`src/rtl/fib_sweeper.sv`:
```
// fib_sweeper: sweeps an index range through the fib core and checks each result
module fib_sweeper #(
  parameter int GAP_CYCLES = 10,
  parameter int TIMEOUT = 1000
) (
  input  logic        clk,
  input  logic        rst,
  input  logic        go,
  input  logic [4:0]  first_idx,
  input  logic [4:0]  last_idx,
  output logic [4:0]  fib_i,
  output logic        fib_start,
  input  logic        fib_done,
  input  logic [19:0] fib_result,
  output logic        busy,
  output logic        sweep_done,
  output logic        pass,
  output logic        timeout,
  output logic [4:0]  fail_idx,
  output logic [19:0] fail_got,
  output logic [5:0]  checked_cnt
);
  localparam int TW = $clog2(TIMEOUT + 1);
  localparam int GW = GAP_CYCLES > 0 ? $clog2(GAP_CYCLES + 1) : 1;
  typedef enum logic [2:0] {IDLE, WARM, ISSUE, WAIT, CHECK, GAP, FIN} state_t;
  state_t state, state_nx;
  logic [4:0] first, last, k;
  logic [19:0] a, b, cap;
  logic [TW-1:0] wcnt;
  logic [GW-1:0] gcnt;
  logic match, wait_end, gap_end;
  assign match = cap == a;
  assign wait_end = int'(wcnt) >= TIMEOUT - 1;
  assign gap_end = int'(gcnt) >= GAP_CYCLES - 1;
  // state register
  always_ff @(posedge clk or negedge rst)
    if (!rst) state <= IDLE;
    else state <= state_nx;
  // next-state and handshake/status decode
  always_comb begin
    state_nx = state;
    fib_start = state == ISSUE;
    sweep_done = state == FIN;
    busy = state != IDLE && state != FIN;
    case (state)
      IDLE:    if (go) state_nx = first_idx > last_idx ? FIN : WARM;
      WARM:    if (k == first) state_nx = ISSUE;
      ISSUE:   state_nx = WAIT;
      WAIT:    state_nx = fib_done ? CHECK : wait_end ? FIN : WAIT;
      CHECK:   state_nx = !match || k == last ? FIN : GAP;
      GAP:     if (gap_end) state_nx = ISSUE;
      default: state_nx = IDLE;
    endcase
  end
  // expected-value generator, counters and verdict registers
  always_ff @(posedge clk or negedge rst)
    if (!rst) begin
      first <= '0;
      last <= '0;
      k <= '0;
      a <= '0;
      b <= 20'd1;
      cap <= '0;
      wcnt <= '0;
      gcnt <= '0;
      fib_i <= '0;
      pass <= 1'b0;
      timeout <= 1'b0;
      fail_idx <= '0;
      fail_got <= '0;
      checked_cnt <= '0;
    end else begin
      if (state_nx == ISSUE) fib_i <= k;
      case (state)
        IDLE: if (go) begin
          first <= first_idx;
          last <= last_idx;
          k <= '0;
          a <= '0;
          b <= 20'd1;
          pass <= first_idx > last_idx;
          timeout <= 1'b0;
          fail_idx <= '0;
          fail_got <= '0;
          checked_cnt <= '0;
        end
        WARM: if (k != first) begin
          a <= b;
          b <= a + b;
          k <= k + 5'd1;
        end
        ISSUE: wcnt <= '0;
        WAIT:
          if (fib_done) cap <= fib_result;
          else if (wait_end) begin
            timeout <= 1'b1;
            fail_idx <= k;
          end else wcnt <= wcnt + TW'(1);
        CHECK:
          if (match) begin
            checked_cnt <= checked_cnt + 6'd1;
            gcnt <= '0;
            if (k == last) pass <= 1'b1;
            else begin
              a <= b;
              b <= a + b;
              k <= k + 5'd1;
            end
          end else begin
            fail_idx <= k;
            fail_got <= cap;
            pass <= 1'b0;
          end
        GAP: if (!gap_end) gcnt <= gcnt + GW'(1);
        default: ;
      endcase
    end
endmodule
```
`config.mk`:
```
export PLATFORM = sky130hd
export DESIGN_NAME = fib_sweeper
export DESIGN_NICKNAME = d
export VERILOG_FILES = /design/src/rtl/fib_sweeper.sv
export SDC_FILE = /design/constraint.sdc
export NUM_CORES = 1
export LEC_CHECK = 0
export ABC_AREA = 1
export CORE_UTILIZATION = 56
export CTS_CLUSTER_DIAMETER = 50
export DETAILED_ROUTE_END_ITERATION = 16
export GPL_TIMING_DRIVEN = 0
export PLACE_DENSITY_LB_ADDON = 0.25
export SETUP_SLACK_MARGIN = 0.02
export SLEW_MARGIN = 20
export SYNTH_ARGS = -nofsm -noshare
export SYNTH_HDL_FRONTEND = slang
export SYNTH_SLANG_ARGS = --single-unit
```
`constraint.sdc`:
```
create_clock -name clk -period 5 [get_ports clk]
set_input_delay 1 -clock clk [delete_from_list [all_inputs] [get_ports clk]]
set_output_delay 1 -clock clk [all_outputs]
set_load 0.05 [all_outputs]
```
==> results of run 1 <==
[where the power goes]
part / internal (uW) / switching (uW) / leakage, uW / total, uW
Clock: 876 / 473 / 0.000306 / 1350
Combinational: 591 / 1260 / 0.00248 / 1850
Sequential: 1310 / 217 / 0.00172 / 1530
[critical path: stages, from the launching register on]
cell and delay [ns]:
dfrtp_1 0.43, inv_2 0.12, nand2_1 0.23, inv_1 0.21, clkdlybuf4s50_1 0.82
[cells by family (layout without fill, tap and decap cells)]
kind of cell             Yosys count  after routing  share of synthesized area
AND/OR/NAND/NOR                  510            510                      0.293
flip-flops                       130            130                      0.457
buffers and inverters            105            212                     0.0580
AO/OA/AOI/OAI                    100            100                     0.0757
XOR/XNOR                          33             33                     0.0406
adder cells (fa/ha/maj)           31             31                     0.0555
multiplexers                      13             13                     0.0206
[routing by layer]
metal	global-route usage	part of all wire	wire length, um
met1	0.389	0.46	7950
met2	0.455	0.47	8000
met3	0.0548	0.052	891
met4	0.0935	0.015	261
met5	0	0	0
[stage by stage]
| stage | power (uW) | hold WS [ns] | util |
|---|---|---|---|
| 2_1_floorplan | 2770 | 0.463 | - |
| 3_3_place_gp | 3320 | 0.458 | 0.661 |
| 3_5_place_dp | 3380 | 0.458 | 0.664 |
| 4_1_cts | 4740 | 0.472 | 0.716 |
| 5_1_grt | 4990 | 0.491 | 0.716 |
| 6_report | 4730 | 0.468 | 0.716 |
[registers in the layout, summed over array words and instances, names as in the netlist, 4 cells and up]
register and count:
a 20, b 20, cap 20, checked_cnt 6
fail_got 20, fail_idx 5, fib_i 5, first 5
gcnt 4, k 5, last 5, wcnt 10
[cell usage in the layout (no fill, tap or decap), drive strengths merged, types with 5 or more instances in the layout]
cell / count
nand2: 339
dfrtp: 129
nor2: 87
inv: 85
clkdlybuf4s50: 73
nand3: 59
a21oi: 47
o21ai: 37
clkbuf: 34
ha: 30
xor2: 18
xnor2: 15
mux2: 13
buf: 11
nand4: 9
nor3: 7
nand3b: 6
o31ai: 5
[layout make-up]
type | instances | share of cell area
plain buffers | 22 | 0.0116
clock buffers | 21 | 0.0538
clock inverters | 11 | 0.0199
inverters | 83 | 0.0356
multi-input cells | 687 | 0.395
flip-flops and latches | 130 | 0.372
well taps | 168 | 0.0240
repair buffers | 75 | 0.0884
[final timing paths]
kind / cells past startpoint / endpoint / startpoint / slack (ns)
worst max-delay path: 4 / fib_start / state[2]$_DFF_PN0_ / 1.77
worst min-delay path: 2 / fib_i[1]$_DFFE_PN0N_ / fib_i[1]$_DFFE_PN0N_ / 0.47
worst max register to register: 15 / b[16]$_DFFE_PN0P_ / b[0]$_DFFE_PN1P_ / 2.68
worst min register to register: 2 / fib_i[1]$_DFFE_PN0N_ / fib_i[1]$_DFFE_PN0N_ / 0.47
max in group asynchronous: 2 / b[0]$_DFFE_PN1P_ / rst / 3.80
min in group asynchronous: 1 / fail_got[4]$_DFFE_PN0P_ / rst / 0.48
==> reports/metrics.csv, run 1 <==
stage,metric,value,unit
logic_synthesis,syn_nets,987,
logic_synthesis,Post-synth EDFFs,0,
clocking,CTS Buffer Depth,2,
flow_run,Max-Cap Viols,0,
sta,Final Hold Viols,0,
route,Routed Antenna Nets,0,
global_route,total gr overflow,0,
route,# DRC,0,
placed_design,dpl ws,1.88,ns
clocking,Clock Sinks,130,
logic_synthesis,Post-synth top cells,"nand2_1, dfrtp_1, nor2_1, inv_1, nand3_1",
sta,Final Max Slew Viols,0,
run_status,status,finished clean,
final_layout,fillcell total,964,
clocking,clk slew on worst S/H paths,0.06,ns
final_layout,share of layout cells above drive strength 1,0.0739,
floorplan,Core Area,12200,um^2
floorplan,io pins,75,
global_route,largest net degree at the start of global routing,78,
final_layout,non-filler instance count after layout,1197,
placed_design,placed insts,1165,
logic_synthesis,synthesized cell area,7120,um^2
global_route,vias in the first global route,5975,
final_layout,ant diodes,0,
floorplan,Rows,40,
final_layout,Layout area overhead,22.9,%
power_and_ir_drop,Leak Pwr,0.00450,uW
worst_setup_path,CP arrival,2.23,ns
global_route,first-pass GRT wire length,28400,um
final_layout,nets,1081,
sta,clk_skew,0.00502,ns
sta,Tcrit/Tclk final,0.645,
clocking,CTS resizes,0,
logic_synthesis,Seq cells post-synth,130,
worst_setup_path,critical path startpoint category,flip-flop,
route,Vias per Instance,5.21,
clocking,CTS root buf,clkbuf_16,
power_and_ir_drop,maximum vdd ir drop,244,uV
floorplan,die width,115,um
logic_synthesis,Synth area leader,dfrtp_1,
sta,Slew headroom,0.644,
route,final wirelength,17100,um
final_layout,Multi-input gate area,3450,um^2
route,WL/cell,14.3,um
logic_synthesis,async set or reset register ratio after synthesis,1.00,
sta,worst setup margin,1.77,ns
clocking,CTS tree,built,
sta,minimum clock period,3.23,ns
logic_synthesis,Yosys top cell area share,0.453,
route,Pre-Repair DR Iteration Count,6,
global_route,total track usage,0.283,
logic_synthesis,Post-Syn Instances,922,
sta,Highest Clock Rate,310,MHz
floorplan,Die H,115,um
logic_synthesis,"Avg Cell Area, Syn",7.72,um^2
route,DR iter-0 viols,583,
clocking,post-CTS setup repair buffer count,0,
sta,worst-margin pin slew,0.528,ns
sta,RSZ-0062 raised after global routing,no,
worst_setup_path,critical path class,flip-flop to primary output,
clocking,H-Tree Depth,4,
global_route,initial antenna violation count,0,
sta,Final TNS setup,0,ns
floorplan,initial core utilization,0.583,
final_layout,fin area,8750,um^2
worst_setup_path,crit-path max FO,8,
clocking,clk_lat worst skew,0.43,ns
final_layout,register area,3250,um^2
worst_setup_path,Setup crit end kind,primary output,
placed_design,GPL Wtd Cong,0.937,
floorplan,DIE AREA,13200,um^2
logic_synthesis,Main synth FF type,dfrtp_1,
placed_design,Post-DP Area,8110,um^2
logic_synthesis,sequential area share after synthesis,0.457,
sta,# setup viols final,0,
logic_synthesis,top post-synthesis cells by area,"dfrtp_1, nand2_1, ha_1",
logic_synthesis,Synth Warn #,0,
power_and_ir_drop,pwr/cell area,541,nW/um^2
placed_design,detailed placement HPWL,12400,um
clocking,post-cts hold buffer count,0,
logic_synthesis,"count leader, synth",nand2_1,
logic_synthesis,number of distinct library cells after synthesis,32,
route,DR vias,6236,
placed_design,PortBufs,74,
clocking,total CTS buffers,17,
worst_setup_path,Critical Path RT,4.00,ns
min_path,class of the most critical hold timing path,flip-flop to flip-flop,
No activity file was read; power rests on OpenSTA's default activity.
==> inputs of run 2 (changes only) <==
Settings changed: CORE_UTILIZATION 56 to 52.
Clock period 5 ns to 2.95 ns, I/O delays scaled along.
==> run 2 against run 1 <==
Clock-buffer cell count fell by 2. Sequential power is 68% higher. Sequential cell count did not move. Clock power is 61% higher. Critical endpoint unchanged.
==> reports/metrics.csv, run 2 (synthesized netlist as in run 1, its figures left out) <==
stage,metric,value,unit
run_status,status,finished clean,
worst_setup_path,capture point of the worst reg-to-reg path,b[16]$_DFFE_PN0P_,
global_route,largest net degree at the start of global routing,81,
final_layout,share of layout cells above drive strength 1,0.0739,
power_and_ir_drop,Clock Power Share,0.277,
power_and_ir_drop,Reg power frac,0.327,
worst_setup_path,Worst R2R Path Depth,14,
sta,Highest Clock Rate,363,MHz
placed_design,detailed placement HPWL,12400,um
clocking,CTS Buffer Depth,2,
floorplan,die width,119,um
route,final wirelength,16800,um
power_and_ir_drop,pwr/cell area,902,nW/um^2
clocking,Clock Sinks,130,
worst_setup_path,Critical Path RT,2.36,ns
floorplan,io pins,75,
final_layout,"commonest non-fill, non-tap cells in the layout","nand2_1, dfrtp_1, nor2_1, clkdlybuf4s50_1, inv_1",
clocking,CTS tree,built,
worst_setup_path,critical path class,flip-flop to primary output,
route,WL/cell,14.0,um
final_layout,fillcell total,1116,
placed_design,GPL Wtd Cong,0.948,
global_route,first-pass GRT wire length,28000,um
worst_setup_path,Setup crit end,fib_start,
worst_setup_path,Setup crit end kind,primary output,
clocking,CTS root buf,clkbuf_16,
power_and_ir_drop,net switching power figure,3280,uW
floorplan,DIE AREA,14200,um^2
worst_setup_path,Worst Setup SP,state[1]$_DFF_PN0_,
worst_setup_path,crit-path max FO,8,
clocking,post-CTS setup repair buffer count,0,
sta,Final Max Slew Viols,0,
sta,# setup viols final,0,
global_route,total track usage,0.254,
route,DR iter-0 viols,479,
power_and_ir_drop,sw frac,0.416,
clocking,CTS resizes,0,
sta,worst-margin pin slew,0.558,ns
sta,clk_skew,0.00674,ns
worst_setup_path,R2R Path Start,b[0]$_DFFE_PN1P_,
sta,minimum clock period,2.75,ns
final_layout,fin area,8720,um^2
placed_design,PortBufs,74,
route,Vias per Instance,5.18,
global_route,initial antenna violation count,0,
power_and_ir_drop,maximum vdd ir drop,525,uV
floorplan,initial core utilization,0.536,
floorplan,Core Area,13300,um^2
placed_design,Post-DP Area,8120,um^2
sta,Final Hold Viols,0,
clocking,post-cts hold buffer count,0,
power_and_ir_drop,Leak Pwr,0.00449,uW
final_layout,Layout area overhead,22.5,%
global_route,vias in the first global route,5789,
floorplan,Die H,119,um
clocking,H-Tree Depth,4,
min_path,class of the most critical hold timing path,primary input to asynchronous set/reset pin,
route,Pre-Repair DR Iteration Count,5,
power_and_ir_drop,cell internal pwr,4600,uW
route,# DRC,0,
worst_setup_path,Worst R2R Setup Slack,0.65,ns
final_layout,nets,1081,
power_and_ir_drop,Power Total,7870,uW
worst_setup_path,critical path startpoint category,flip-flop,
clocking,clk slew on worst S/H paths,0.06,ns
power_and_ir_drop,Comb pwr share,0.397,
final_layout,ant diodes,0,
route,DR vias,6234,
sta,Slew headroom,0.624,
sta,RSZ-0062 raised after global routing,no,
floorplan,Rows,42,
sta,Tcrit/Tclk final,0.934,
flow_run,Max-Cap Viols,0,
route,Routed Antenna Nets,0,
final_layout,"most common cell after layout, fill and taps aside",nand2_1,
worst_setup_path,CP arrival,2.16,ns
clocking,total CTS buffers,17,
global_route,total gr overflow,0,
clocking,clk_lat worst skew,0.42,ns
==> run 2: changes by cell type in the layout (fill, tap and decap cells not counted) <==
cell / change
clkbuf_8: -1
bufinv_16: -1
clkinvlp_4: -1
clkbuf_1: -1
clkinv_2: +2
clkinv_4: +1
==> run 2: worst min path at each step <==
stage                             start                        to  slack, ns  cells after the start
6_report                            rst   fail_got[3]$_DFFE_PN0P_       0.06                      1
3_3_place_gp       fib_i[0]$_DFFE_PN0N_      fib_i[0]$_DFFE_PN0N_       0.46                      2
5_1_grt                             rst   fail_got[3]$_DFFE_PN0P_       0.09                      1
3_5_place_dp   fail_got[16]$_DFFE_PN0P_  fail_got[16]$_DFFE_PN0P_       0.46                      2
2_1_floorplan                       rst          a[0]$_DFFE_PN0P_       0.29                      0
4_1_cts                             rst   fail_got[3]$_DFFE_PN0P_       0.07                      1
==> run 2: cell type report <==
cell class                      instances  area, um^2  area share
Timing Repair Buffer                   75         773      0.0886
Tap cell                              176         220      0.0252
Multi-Input combinational cell        687        3450       0.396
Inverter                               83         312      0.0357
Clock buffer                           19         453      0.0519
Sequential cell                       130        3250       0.373
Buffer                                 22         101      0.0116
Clock inverter                         12         155      0.0178
==> run 2: critical path, stage by stage, from the launching register on <==
cell and delay, ns:
dfrtp_1 0.40, inv_2 0.06, nor2_1 0.09, nand2_1 0.19, inv_1 0.19, clkdlybuf4s50_1 0.82
==> run 2: through the flow <==
| step | std cells | hold slack, ns | setup TNS, ns | worst slack, ns | utilization |
|---|---|---|---|---|---|
| 2_1_floorplan | 922 | 0.294 | 0 | 0.212 | - |
| 3_3_place_gp | 1172 | 0.460 | -485.32 | -3.76 | 0.608 |
| 3_5_place_dp | 1173 | 0.465 | 0 | 0.274 | 0.610 |
| 4_1_cts | 1204 | 0.0673 | 0 | 0.200 | 0.656 |
| 5_1_grt | 1204 | 0.0864 | 0 | 0.0758 | 0.656 |
| 6_report | 1204 | 0.0607 | 0 | 0.196 | 0.656 |
==> run 2: layer usage <==
metal | vias up | global-route usage | part of all wire
li1 | 3142 | - | -
met1 | 2898 | 0.355 | 0.48
met2 | 156 | 0.381 | 0.44
met3 | 38 | 0.0512 | 0.040
met4 | 0 | 0.114 | 0.033
met5 | - | 0 | 0
==> run 2: power groups by stage <==
stage / clock network (uW) / registers, uW / logic, uW
6_report: 2180 / 2570 / 3120
5_1_grt: 2270 / 2630 / 3430
4_1_cts: 2190 / 2570 / 3130
3_5_place_dp: 0 / 2600 / 3110
3_3_place_gp: 0 / 2590 / 3070
2_1_floorplan: 0 / 3050 / 1660
==> inputs of run 3 (changes only) <==
Settings changed: CORE_MARGIN from default to 3.
==> run 3 against run 2 <==
Worst hold slack improved by 0.027 ns. Critical path depth fell by 1. First-iteration DRC count rose by 8.1%. Final cell count barely moved. Critical path type unchanged. Critical endpoint unchanged.
==> reports/metrics.csv, run 3 (synthesized netlist as in run 1, its figures left out) <==
stage,metric,value,unit
clocking,CTS root buf,clkbuf_16,
worst_setup_path,Setup crit end kind,primary output,
worst_setup_path,critical path class,flip-flop to primary output,
sta,Highest Clock Rate,367,MHz
clocking,clk_lat worst skew,0.42,ns
clocking,post-cts hold buffer count,0,
flow_run,Max-Cap Viols,0,
worst_setup_path,Critical Path RT,2.36,ns
final_layout,ant diodes,0,
floorplan,initial core utilization,0.536,
route,Routed Antenna Nets,0,
worst_setup_path,CP arrival,2.14,ns
final_layout,"commonest non-fill, non-tap cells in the layout","nand2_1, dfrtp_1, nor2_1, clkdlybuf4s50_1, inv_1",
sta,Final TNS setup,0,ns
sta,worst-margin pin slew,0.560,ns
worst_setup_path,critical path startpoint category,flip-flop,
sta,final hold slack,0.0879,ns
sta,Tcrit/Tclk final,0.925,
final_layout,"most common cell after layout, fill and taps aside",nand2_1,
sta,clk_skew,0.00689,ns
final_layout,Multi-input gate area,3450,um^2
route,# DRC,0,
power_and_ir_drop,pwr/cell area,907,nW/um^2
sta,# setup viols final,0,
floorplan,Rows,42,
clocking,clk slew on worst S/H paths,0.06,ns
sta,Final Hold Viols,0,
floorplan,Die H,123,um
floorplan,io pins,75,
sta,RSZ-0062 raised after global routing,no,
run_status,status,finished clean,
power_and_ir_drop,maximum vdd ir drop,436,uV
placed_design,PortBufs,74,
placed_design,Post-DP Area,8120,um^2
route,Vias per Instance,5.24,
route,Pre-Repair DR Iteration Count,5,
final_layout,nets,1081,
sta,Slew headroom,0.627,
clocking,H-Tree Depth,4,
clocking,CTS tree,built,
route,DR vias,6311,
clocking,CTS Buffer Depth,2,
global_route,largest net degree at the start of global routing,74,
placed_design,detailed placement HPWL,12600,um
final_layout,Layout area overhead,22.6,%
final_layout,fin area,8730,um^2
global_route,total gr overflow,0,
final_layout,fillcell total,1139,
global_route,vias in the first global route,5965,
final_layout,register area,3250,um^2
power_and_ir_drop,Power Total,7930,uW
sta,minimum clock period,2.73,ns
sta,Final Max Slew Viols,0,
final_layout,share of layout cells above drive strength 1,0.0729,
global_route,total track usage,0.241,
worst_setup_path,crit-path max FO,8,
floorplan,Core Area,13300,um^2
route,DR iter-0 viols,518,
placed_design,GPL Wtd Cong,0.925,
clocking,CTS resizes,0,
global_route,initial antenna violation count,0,
route,final wirelength,17200,um
clocking,Clock Sinks,130,
floorplan,DIE AREA,15100,um^2
clocking,total CTS buffers,17,
power_and_ir_drop,Leak Pwr,0.00451,uW
min_path,class of the most critical hold timing path,primary input to asynchronous set/reset pin,
route,WL/cell,14.2,um
global_route,first-pass GRT wire length,28600,um
floorplan,die width,123,um
clocking,post-CTS setup repair buffer count,0,
run 3: worst paths after layout:
kind	start	endpoint	slack, ns	cells past startpoint
max reg2reg	b[0]$_DFFE_PN1P_	b[16]$_DFFE_PN0P_	0.50	15
min in group clk	fib_i[3]$_DFFE_PN0N_	fib_i[3]$_DFFE_PN0N_	0.47	2
max in group asynchronous	rst	b[0]$_DFFE_PN1P_	2.14	2
max	state[2]$_DFF_PN0_	fib_start	0.22	4
min	rst	fail_got[3]$_DFFE_PN0P_	0.09	1
min reg2reg	fib_i[3]$_DFFE_PN0N_	fib_i[3]$_DFFE_PN0N_	0.47	2
run 3: power by group:
group          switching, uW  internal [uW]  total (uW)
Sequential               356           2230        2580
Clock                    775           1450        2220
Combinational           2120           1000        3120
Total                   3250           4680        7930
run 3: per-layer routing:
metal  GRT usage  wire, um
met2       0.380      8030
met4      0.0651       185
met1       0.340      8170
met5           0         0
met3      0.0494       775
run 3: final cells by class:
cell class	count	area share
inverter	83	0.0357
clock buffer	21	0.0527
tap	176	0.0252
buffer	22	0.0116
multi-input combinational	687	0.396
timing repair buffer	75	0.0885
clock inverter	11	0.0182
sequential	130	0.373
run 3: stage by stage:
| step | setup slack, ns | std cells | utilization |
|---|---|---|---|
| final | 0.222 | 1205 | 0.657 |
| after global routing | 0.0384 | 1205 | 0.657 |
| after CTS | 0.213 | 1205 | 0.657 |
| after detailed placement | 0.252 | 1173 | 0.610 |
| after global placement | -3.82 | 1172 | 0.608 |
| after floorplan | 0.212 | 922 | - |
run 3: worst max-delay path: stages, from the launching register on:
cell and delay, ns:
dfrtp_1 0.42, inv_2 0.11, nand2_1 0.18, inv_1 0.18, clkdlybuf4s50_1 0.82
